<file path="src/rtl/ea_unit_if.sv">
// rtl/ea_unit_if.sv - request/response and memory-read bundle for ea_unit
//
// Purpose: groups the ea_unit request handshake, result outputs and the
// pointer-fetch memory read port into one bundle.
// Ports (through the modports):
//   master - the control FSM and memory side: drives start, IR, Ra, PC,
//            selEAB1, selEAB2, indirect, mem_ack, mem_data; observes ready,
//            mem_req, mem_addr, done, ea_out, fault.
//   slave  - the ea_unit side: the mirror image of master.
interface ea_unit_if #(
  parameter int WIDTH   = 16,
  parameter int OFF_L_W = 11
);
  logic               start;
  logic [OFF_L_W-1:0] IR;
  logic [WIDTH-1:0]   Ra;
  logic [WIDTH-1:0]   PC;
  logic               selEAB1;
  logic [1:0]         selEAB2;
  logic               indirect;
  logic               ready;
  logic               mem_req;
  logic [WIDTH-1:0]   mem_addr;
  logic               mem_ack;
  logic [WIDTH-1:0]   mem_data;
  logic               done;
  logic [WIDTH-1:0]   ea_out;
  logic               fault;

  modport master (
    output start, IR, Ra, PC, selEAB1, selEAB2, indirect, mem_ack, mem_data,
    input  ready, mem_req, mem_addr, done, ea_out, fault
  );

  modport slave (
    input  start, IR, Ra, PC, selEAB1, selEAB2, indirect, mem_ack, mem_data,
    output ready, mem_req, mem_addr, done, ea_out, fault
  );
endinterface

</file>
<file path="src/rtl/ea_unit.sv">
// rtl/ea_unit.sv - LC-3 effective-address unit with optional pointer fetch
//
// Purpose: computes base (PC or Ra) + sign-extended IR offset field. For
// indirect accesses the computed address is used for one memory read and the
// returned word becomes the final address. The result is presented on ea_out
// together with a one-cycle done pulse.
// Ports:
//   clk   - rising-edge clock
//   reset - synchronous, active-high
//   bus   - ea_unit_if slave modport:
//           start/ready request handshake, IR/Ra/PC/selEAB1/selEAB2/indirect
//           operands, mem_req/mem_addr/mem_ack/mem_data pointer read,
//           done/ea_out/fault result.
// Configuration macro: EA_ACK_TIMEOUT_EN - when defined, a pointer read that
//   sees no mem_ack for TIMEOUT cycles is abandoned and reported with fault.
module ea_unit #(
  parameter int WIDTH   = 16,
  parameter int OFF_S_W = 6,
  parameter int OFF_M_W = 9,
  parameter int OFF_L_W = 11,
  parameter int TIMEOUT = 15
) (
  input  logic      clk,
  input  logic      reset,
  ea_unit_if.slave  bus
);

  // Offset fields are sign-extended into WIDTH, so each must be narrower.
  if (!(OFF_S_W < OFF_M_W && OFF_M_W < OFF_L_W && OFF_L_W < WIDTH))
    begin : gBadWidths
      $error("ea_unit: offset widths must increase and stay below WIDTH");
    end
  if (TIMEOUT < 1) begin : gBadTimeout
    $error("ea_unit: TIMEOUT must be at least 1");
  end

  typedef enum logic [1:0] {
    IDLE = 2'd0,
    CALC = 2'd1,
    REQ  = 2'd2,
    DONE = 2'd3
  } state_t;

  state_t             state;

  // Operands captured at start acceptance so the caller may change them.
  logic [OFF_L_W-1:0] irQ;
  logic [WIDTH-1:0]   raQ;
  logic [WIDTH-1:0]   pcQ;
  logic               sel1Q;
  logic [1:0]         sel2Q;
  logic               indQ;

  logic [WIDTH-1:0]   eaQ;
  logic [WIDTH-1:0]   eaOutQ;
  logic               readyQ;
  logic               memReqQ;
  logic               doneQ;

  logic [WIDTH-1:0]   baseSel;
  logic [WIDTH-1:0]   offExt;
  logic [WIDTH-1:0]   eaSum;

`ifdef EA_ACK_TIMEOUT_EN
  // waitCnt holds the number of ack-less REQ cycles already seen, so the
  // cycle in which it equals TIMEOUT-1 is the last one allowed.
  localparam int CNT_W = (TIMEOUT > 1) ? $clog2(TIMEOUT) : 1;
  localparam logic [CNT_W-1:0] CNT_LAST = CNT_W'(TIMEOUT - 1);
  logic [CNT_W-1:0]   waitCnt;
  logic               faultQ;
`endif

  always_comb begin
    baseSel = sel1Q ? raQ : pcQ;
    offExt  = '0;
    case (sel2Q)
      2'b01:   offExt = {{(WIDTH-OFF_S_W){irQ[OFF_S_W-1]}}, irQ[OFF_S_W-1:0]};
      2'b10:   offExt = {{(WIDTH-OFF_M_W){irQ[OFF_M_W-1]}}, irQ[OFF_M_W-1:0]};
      2'b11:   offExt = {{(WIDTH-OFF_L_W){irQ[OFF_L_W-1]}}, irQ};
      default: offExt = '0;
    endcase
    // Carry out of the top bit is dropped: addresses wrap modulo 2^WIDTH.
    eaSum = baseSel + offExt;
  end

  always_ff @(posedge clk) begin
    if (reset) begin
      state   <= IDLE;
      irQ     <= '0;
      raQ     <= '0;
      pcQ     <= '0;
      sel1Q   <= 1'b0;
      sel2Q   <= 2'b00;
      indQ    <= 1'b0;
      eaQ     <= '0;
      eaOutQ  <= '0;
      readyQ  <= 1'b1;
      memReqQ <= 1'b0;
      doneQ   <= 1'b0;
`ifdef EA_ACK_TIMEOUT_EN
      waitCnt <= '0;
      faultQ  <= 1'b0;
`endif
    end else begin
      doneQ <= 1'b0;
      case (state)
        IDLE: begin
          if (bus.start) begin
            irQ    <= bus.IR;
            raQ    <= bus.Ra;
            pcQ    <= bus.PC;
            sel1Q  <= bus.selEAB1;
            sel2Q  <= bus.selEAB2;
            indQ   <= bus.indirect;
            readyQ <= 1'b0;
            state  <= CALC;
`ifdef EA_ACK_TIMEOUT_EN
            faultQ <= 1'b0;
`endif
          end
        end

        CALC: begin
          eaQ <= eaSum;
          if (indQ) begin
            memReqQ <= 1'b1;
            state   <= REQ;
`ifdef EA_ACK_TIMEOUT_EN
            waitCnt <= '0;
`endif
          end else begin
            eaOutQ <= eaSum;
            doneQ  <= 1'b1;
            state  <= DONE;
          end
        end

        REQ: begin
          // An ack always wins, even in the cycle that would time out.
          if (bus.mem_ack) begin
            eaOutQ  <= bus.mem_data;
            memReqQ <= 1'b0;
            doneQ   <= 1'b1;
            state   <= DONE;
          end
`ifdef EA_ACK_TIMEOUT_EN
          else if (waitCnt == CNT_LAST) begin
            // Give up on the pointer; report the pointer address itself.
            eaOutQ  <= eaQ;
            memReqQ <= 1'b0;
            doneQ   <= 1'b1;
            faultQ  <= 1'b1;
            state   <= DONE;
          end else begin
            waitCnt <= waitCnt + CNT_W'(1);
          end
`endif
        end

        DONE: begin
          readyQ <= 1'b1;
          state  <= IDLE;
        end

        default: begin
          readyQ  <= 1'b1;
          memReqQ <= 1'b0;
          state   <= IDLE;
        end
      endcase
    end
  end

  assign bus.ready    = readyQ;
  assign bus.mem_req  = memReqQ;
  assign bus.mem_addr = eaQ;
  assign bus.done     = doneQ;
  assign bus.ea_out   = eaOutQ;
`ifdef EA_ACK_TIMEOUT_EN
  assign bus.fault    = faultQ;
`else
  assign bus.fault    = 1'b0;
`endif

endmodule

</file>
<file path="src/flat_wrapper.sv">
// flat-port wrapper written by rule: the top's interface ports become plain ports
module ea_unit_flat 
#(
  parameter int WIDTH   = 16,
  parameter int OFF_S_W = 6,
  parameter int OFF_M_W = 9,
  parameter int OFF_L_W = 11,
  parameter int TIMEOUT = 15
)
  (clk, reset, bus_start, bus_IR, bus_Ra, bus_PC, bus_selEAB1, bus_selEAB2, bus_indirect, bus_mem_ack, bus_mem_data, bus_ready, bus_mem_req, bus_mem_addr, bus_done, bus_ea_out, bus_fault);
  ea_unit_if #(.WIDTH(WIDTH), .OFF_L_W(OFF_L_W)) bus_i ();
  input  logic clk;
  input  logic reset;
  input wire logic [$bits(bus_i.start)-1:0] bus_start;
  input wire logic [$bits(bus_i.IR)-1:0] bus_IR;
  input wire logic [$bits(bus_i.Ra)-1:0] bus_Ra;
  input wire logic [$bits(bus_i.PC)-1:0] bus_PC;
  input wire logic [$bits(bus_i.selEAB1)-1:0] bus_selEAB1;
  input wire logic [$bits(bus_i.selEAB2)-1:0] bus_selEAB2;
  input wire logic [$bits(bus_i.indirect)-1:0] bus_indirect;
  input wire logic [$bits(bus_i.mem_ack)-1:0] bus_mem_ack;
  input wire logic [$bits(bus_i.mem_data)-1:0] bus_mem_data;
  output wire logic [$bits(bus_i.ready)-1:0] bus_ready;
  output wire logic [$bits(bus_i.mem_req)-1:0] bus_mem_req;
  output wire logic [$bits(bus_i.mem_addr)-1:0] bus_mem_addr;
  output wire logic [$bits(bus_i.done)-1:0] bus_done;
  output wire logic [$bits(bus_i.ea_out)-1:0] bus_ea_out;
  output wire logic [$bits(bus_i.fault)-1:0] bus_fault;
  assign bus_i.start = bus_start;
  assign bus_i.IR = bus_IR;
  assign bus_i.Ra = bus_Ra;
  assign bus_i.PC = bus_PC;
  assign bus_i.selEAB1 = bus_selEAB1;
  assign bus_i.selEAB2 = bus_selEAB2;
  assign bus_i.indirect = bus_indirect;
  assign bus_i.mem_ack = bus_mem_ack;
  assign bus_i.mem_data = bus_mem_data;
  assign bus_ready = bus_i.ready;
  assign bus_mem_req = bus_i.mem_req;
  assign bus_mem_addr = bus_i.mem_addr;
  assign bus_done = bus_i.done;
  assign bus_ea_out = bus_i.ea_out;
  assign bus_fault = bus_i.fault;
  ea_unit #(.WIDTH(WIDTH), .OFF_S_W(OFF_S_W), .OFF_M_W(OFF_M_W), .OFF_L_W(OFF_L_W), .TIMEOUT(TIMEOUT)) u_core (.clk(clk), .reset(reset), .bus(bus_i));
endmodule
</file>
<file path="config.mk">
export PLATFORM = sky130hd
export DESIGN_NAME = ea_unit_flat
export DESIGN_NICKNAME = d
export VERILOG_FILES = /design/src/rtl/ea_unit_if.sv /design/src/rtl/ea_unit.sv /design/src/flat_wrapper.sv
export SDC_FILE = /design/constraint.sdc
export NUM_CORES = 1
export LEC_CHECK = 0
export CORE_MARGIN = 2
export CORE_UTILIZATION = 35
export DETAILED_ROUTE_END_ITERATION = 7
export GPL_TIMING_DRIVEN = 0
export PLACE_DENSITY = 0.71
export SYNTH_ARGS = -nofsm -noshare
export SYNTH_HDL_FRONTEND = slang
export SYNTH_SLANG_ARGS = --single-unit
</file>
<file path="constraint.sdc">
create_clock -name clk -period 3.22 [get_ports clk]
set_input_delay 0.644 -clock clk [delete_from_list [all_inputs] [get_ports clk]]
set_output_delay 0.644 -clock clk [all_outputs]
set_load 0.01 [all_outputs]
</file>
==> results of run 1 <==
## repair_timing
item | in CTS | in global routing
endpoints found under the setup margin | 7 | 2
endpoints found under the hold margin | 0 | 0
pin swaps | 0 | 0
gates resized for setup | 0 | 6
gates cloned | 0 | 0
## through the flow
step,setup TNS (ns),utilization (%),area (um^2),setup WS (ns)
after floorplan,0,-,4180,0.186
after CTS,0,48.9,5630,0.0613
after global routing,-0.00364,49.1,5650,-0.00364
after global placement,-0.770,46.5,5360,-0.206
final,0,49.1,5650,0.116
after detailed placement,-0.956,46.5,5360,-0.208
## power breakdown
| group | total [mW] | internal (mW) | switching, mW |
|---|---|---|---|
| combinational | 1.69 | 0.724 | 0.964 |
| clock | 0.962 | 0.542 | 0.421 |
| sequential | 1.43 | 1.28 | 0.151 |
| total | 4.08 | 2.54 | 1.54 |
## layout make-up
| cell class | instances | area [um^2] |
|---|---|---|
| Buffer | 31 | 134 |
| Clock buffer | 10 | 239 |
| Clock inverter | 6 | 40.0 |
| Fill cell | 1102 | 5860 |
| Inverter | 8 | 30.0 |
| Multi-Input combinational cell | 393 | 2350 |
| Sequential cell | 84 | 1680 |
| Tap cell | 143 | 179 |
| Timing Repair Buffer | 100 | 1000 |
## per-layer routing
metal  track usage (%)  vias to the layer above  wire length, um
met5                 0                        -                0
met4              3.98                        0              107
met3              4.50                       12              958
met2              29.4                      161             5310
met1              24.3                     1823             5160
li1                  -                     1992                -
## cells in the mapped netlist, types with 2 or more instances
cell	n	area, um^2
ha_1	15	188
nand3_1	6	30.0
nor3_1	7	35.0
nor2b_1	6	37.5
mux2i_1	16	160
and2_1	4	25.0
buf_1	9	33.8
o21bai_1	4	30.0
xnor2_1	13	114
dfxtp_1	84	1680
xor2_1	2	17.5
and3_1	2	12.5
o211ai_1	4	30.0
buf_2	2	10.0
o41ai_1	3	26.3
nor2_1	31	116
mux2_2	13	146
nand2b_1	5	31.3
or3_1	2	12.5
inv_1	6	22.5
a311oi_1	4	35.0
a211oi_1	7	52.6
o21a_1	6	45.0
a31oi_1	5	31.3
nand2_1	135	507
a21oi_1	65	325
a221oi_2	2	30.0
o21ai_0	12	60.1
a21o_1	4	30.0
clkbuf_1	19	71.3
## worst max-delay path: stages, from the launching register on
cell	delay, ns
dfxtp_1	0.34
buf_8	0.20
mux2_2	0.37
ha_1	0.21
fa_1	0.45
a211oi_2	0.31
o21a_1	0.19
o21a_2	0.17
or3_1	0.15
and4_1	0.26
nor3_2	0.07
o41ai_1	0.28
## cells by family after synthesis
group | count (synthesis) | share of synthesized area [%]
other cells | 1 | 0.0898
fa+ha+maj | 17 | 5.21
flops | 84 | 40.3
simple gates | 201 | 20.0
xor+xnor | 15 | 3.15
compound gates | 128 | 19.2
mux | 31 | 8.21
buf+inv | 40 | 3.92
## flip-flops by register name (all words and copies together) (netlist names)
register / flops
u_core.bus.ea_out: 16
u_core.bus.mem_addr: 16
u_core.pcQ: 16
u_core.raQ: 16
u_core.irQ: 11
u_core.sel2Q: 2
u_core.state: 2
u_core.bus.done: 1
u_core.bus.mem_req: 1
u_core.bus.ready: 1
u_core.indQ: 1
u_core.sel1Q: 1
## final timing paths
kind	startpoint	end	slack, ns	cells after the start
min reg2reg	u_core.bus.ea_out[2]$_SDFFE_PP0P_	u_core.bus.ea_out[2]$_SDFFE_PP0P_	0.45	2
min	u_core.bus.ea_out[2]$_SDFFE_PP0P_	u_core.bus.ea_out[2]$_SDFFE_PP0P_	0.45	2
max reg2reg	u_core.sel1Q$_SDFFE_PP0P_	u_core.bus.ea_out[12]$_SDFFE_PP0P_	0.12	11
max	u_core.sel1Q$_SDFFE_PP0P_	u_core.bus.ea_out[12]$_SDFFE_PP0P_	0.12	11
==> key figures, run 1 <==
Timing
  • Worst-case clock skew: about 0.0066 ns
  • Relative slew slack: 54.3%
  • Final Hold Fails: 0
  • F_max: 322 MHz
  • Period utilisation layout: 96.4%
  • Final setup viols: 0
  • Final period demand of the worst path: 3.10 ns
  • Fin Hold WS: around 0.45 ns
  • Worst-Margin Slew: 0.685 ns
  • Slew Limit Fails: 0

Yosys
  • Cell count after synthesis: 517
  • Syn_nets: 600
  • Asr flop ratio synth: 0%
  • FF+latch count, synth: 84
  • Sequential element share of the synthesized area: 40.3%
  • Synthesized cell area: 4180 um^2
  • Ys Warns: 0
  • Main synth FF type: dfxtp_1
  • Post-synth EDFFs: 0
  • Avg Cell Area, Syn: 8.08 um^2
  • Distinct cells, synth: 54

Clock network
  • TritonCTS clock tree: done
  • Post-CTS Setup Bufs: 0
  • Inserted Clock Buffers: 9
  • Worst-Skew Late Latency: roughly 0.34 ns
  • Root buf cell: clkbuf_16
  • Post-CTS Hold Buffers: 0
  • TritonCTS Sinks: 84
  • Htree depth: 3
  • Clk slew on worst S/H paths: 0.06 ns
  • Clock Path Buffers: 2

Final layout
  • Fraction of layout cells with a size suffix above 1: 7.44%
  • Commonest non-fill, non-tap cells in the layout: nand2_1, clkdlybuf4s50_1, dfxtp_1, a21oi_1, nor2_1
  • Commonest non-fill, non-tap cell in the layout: nand2_1
  • ANT cells: 0
  • Post-route insts no fill: 775
  • Final net count: 710
  • Area Growth Syn to Fin: 35.4%

Placement
  • Hpwl dp: 9000 um
  • IO Port Bufs: 100
  • Gpl congestion: 0.858
  • Placed cells: 760

Floorplanning
  • Die X: 113 um
  • Die Y: 113 um
  • I/O Pins: 103
  • Initial Util: 36.3%
  • # rows: 39
  • Die area: 12,800 um^2
  • Core area: 11,500 um^2

Detailed routing
  • Final wirelength: 11,500 um
  • Routed via count: 3,988
  • First-pass DRT Iterations: 7
  • Detailed-route DRC error count: 10
  • Vias per Instance: 5.15
  • Drt first-iter violations: approximately 220
  • Wire per inst: 14.9 um
  • Post-DRT Antenna Nets: 0

Power
  • LEAKAGE: 2.10 nW
  • Final Power: approximately 4 mW
  • Power Density: slightly above 700 nW/um^2
  • Max VDD drop: 0.264 mV

Status
  • Status: finished with violations
  • Failing checks: DRC

Global routing
  • Antenna violations before repair: 0
  • Total GRT Usage: 18.0%
  • Largest net degree at the start of global routing: 20
  • GRT overflow: 0
  • First-pass GRT wire length: 18,500 um
  • Vias in the first global route: 3,829

Hold path
  • Worst min path class: reg -> reg

Setup path
  • CP Launch Type: flip-flop
  • WP data arrival: 3.35 ns
  • CP Class: reg -> reg
  • CP Capture Type: flip-flop
  • CP Max Fanout: 19
  • Worst path required time: 3.46 ns

Job
  • Max Cap Violations: 0
Power figures use the tool's default switching activity.
==> run 2: changes to the inputs <==
--- a/config.mk
+++ b/config.mk
@@ -8,7 +8,6 @@
 export CORE_MARGIN = 2
 export CORE_UTILIZATION = 35
 export DETAILED_ROUTE_END_ITERATION = 7
-export GPL_TIMING_DRIVEN = 0
 export PLACE_DENSITY = 0.71
 export SYNTH_ARGS = -nofsm -noshare
 export SYNTH_HDL_FRONTEND = slang
==> run 2 against run 1 <==
The flow still finishes with violations (DRC). First-iteration DRC count up 29%. Non-clock buffer count down 22. Worst setup slack better by 0.062 ns. Combinational power down 4%. Total power up 0.55%. Largest power group unchanged. Via count down 4.9%. Final cell count down 2.8%. Core utilization down 0.47 points.
==> key figures, run 2 (synthesis results as in run 1) <==
Status
  • Status: finished with violations
  • Failing checks: DRC

Timing
  • RSZ-0062 raised after global routing: false
  • Period utilisation layout: 94.5%
  • F_max: 329 MHz
  • Final Hold Fails: 0
  • Final period demand of the worst path: approximately 3 ns
  • Slew Limit Fails: 0
  • Final setup viols: 0
  • Worst-case clock skew: around 0.004 ns
  • Worst-Margin Slew: 0.668 ns
  • Fin Hold WS: 0.455 ns
  • Fin Setup TNS: 0 ns
  • Relative slew slack: between 50 and 60%

Floorplanning
  • I/O Pins: 103
  • Die area: 12,800 um^2
  • Initial Util: 36.3%
  • # rows: 39
  • Die X: 113 um
  • Die Y: 113 um
  • Core area: 11,500 um^2

Hold path
  • Worst min path class: reg -> reg
  • Hold_sp: u_core.pcQ[0]$_SDFFE_PP0P_
  • Hold Path Sink: u_core.pcQ[0]$_SDFFE_PP0P_
  • Hold Crit Depth: 2

Clock network
  • Inserted Clock Buffers: 9
  • Clk slew on worst S/H paths: 0.06 ns
  • Clock Path Buffers: 2
  • Worst-Skew Late Latency: 0.33 ns
  • TritonCTS Sinks: 84
  • Root buf cell: clkbuf_16
  • Htree depth: 3
  • TritonCTS clock tree: done
  • Post-CTS Setup Bufs: 0

Final layout
  • ANT cells: 0
  • Commonest non-fill, non-tap cells in the layout: nand2_1, clkdlybuf4s50_1, dfxtp_1, a21oi_1, nor2_1
  • Final net count: 688
  • Commonest non-fill, non-tap cell in the layout: nand2_1
  • Area Growth Syn to Fin: 34.1%
  • Fraction of layout cells with a size suffix above 1: between 8 and 9%

Detailed routing
  • Post-DRT Antenna Nets: 0
  • Drt first-iter violations: ~290
  • Detailed-route DRC error count: 10
  • Vias per Instance: 5.04
  • Final wirelength: approximately 10,000 um
  • Wire per inst: about 14 um
  • First-pass DRT Iterations: 7
  • Routed via count: around 3,800

Setup path
  • Worst path required time: 3.45 ns
  • FF-to-FF setup slack: 0.18 ns
  • R2r endpoint: u_core.bus.mem_addr[13]$_SDFFE_PP0P_
  • WP data arrival: 3.27 ns
  • CP Max Fanout: 6
  • CP Class: reg -> reg
  • FF-to-FF path depth: 10
  • CP Launch Type: flip-flop
  • Reg-to-reg critical path startpoint: u_core.sel1Q$_SDFFE_PP0P_
  • CP Capture Type: flip-flop

Global routing
  • Total GRT Usage: between 15 and 20%
  • Vias in the first global route: 3,553
  • First-pass GRT wire length: 17,400 um
  • GRT overflow: 0
  • Antenna violations before repair: 0
  • Largest net degree at the start of global routing: 49

Power
  • LEAKAGE: 2.10 nW
  • Max VDD drop: 0.363 mV
  • Power Density: between 700 and 800 nW/um^2

Job
  • Max Cap Violations: 0

Placement
  • Hpwl dp: 8020 um
  • IO Port Bufs: between 100 and 150
  • Gpl congestion: 0.866
run 2: cell count changes in the layout (fill, tap and decap cells not counted), moves of 2 or more:
| cell | previous run | this run |
|---|---|---|
| clkbuf_1 | 19 | 0 |
| buf_1 | 8 | 0 |
| buf_4 | 1 | 8 |
| inv_6 | 0 | 3 |
| clkinv_2 | 3 | 1 |
| clkinv_4 | 2 | 0 |
run 2: area by class of cell:
class,instances,area (um^2)
fill,1106,5920
multi-input combinational,393,2340
sequential,84,1680
timing repair buffer,109,1070
clock buffer,9,225
tap,143,179
clock inverter,7,80.1
inverter,8,30.0
run 2: critical path, stage by stage (launching register included):
cell       delay (ns)
dfxtp_1          0.44
buf_4            0.19
mux2_2           0.35
ha_1             0.35
and3_1           0.20
a221oi_2         0.35
o211ai_1         0.13
a2111oi_0        0.47
a31o_2           0.21
xnor2_1          0.08
o21a_1           0.17
run 2: through the flow:
stage | util [%] | instances | setup WS [ns] | total power, mW | cell area, um^2
2_1_floorplan | - | 517 | 0.186 | 2.49 | 4180
3_5_place_dp | 45.9 | 737 | 0.225 | 3.07 | 5290
5_1_grt | 48.6 | 753 | 0.00275 | 4.38 | 5600
3_3_place_gp | 45.9 | 737 | 0.314 | 3.02 | 5290
6_report | 48.6 | 753 | 0.177 | 4.10 | 5600
4_1_cts | 48.6 | 753 | 0.201 | 4.12 | 5590
run 2: worst max-delay path by stage:
| stage | startpoint | end | cells past startpoint |
|---|---|---|---|
| after floorplan | u_core.sel1Q$_SDFFE_PP0P_ | u_core.bus.mem_addr[13]$_SDFFE_PP0P_ | 11 |
| after detailed placement | u_core.sel1Q$_SDFFE_PP0P_ | u_core.bus.ea_out[12]$_SDFFE_PP0P_ | 10 |
| after global placement | u_core.sel1Q$_SDFFE_PP0P_ | u_core.bus.ea_out[13]$_SDFFE_PP0P_ | 10 |
| after global routing | u_core.sel1Q$_SDFFE_PP0P_ | u_core.bus.ea_out[12]$_SDFFE_PP0P_ | 10 |
| final | u_core.sel1Q$_SDFFE_PP0P_ | u_core.bus.mem_addr[13]$_SDFFE_PP0P_ | 10 |
| after CTS | u_core.sel1Q$_SDFFE_PP0P_ | u_core.bus.ea_out[12]$_SDFFE_PP0P_ | 10 |
run 2: layer usage:
metal  routed length (um)  GRT usage [%]  vias to the layer above  part of all wire [%]
met3                  641           2.95                        8                   6.1
met4                  119           4.88                        0                   1.1
met5                    0              0                        -                     0
met1                 5310           25.0                     1713                    51
met2                 4390           23.7                      120                    42
li1                     -              -                     1952                     -
run 2: repair_timing:
action                     4_1_cts  5_1_grt
resized for setup                0        2
hold buffers                     0        0
hold endpoints to repair         0        0
setup endpoints to repair        0        1
run 2: where the power goes:
part           leakage, nW  internal [mW]  switching [mW]
Clock                0.149          0.613           0.437
Sequential           0.687           1.28           0.154
Combinational         1.27          0.714           0.906
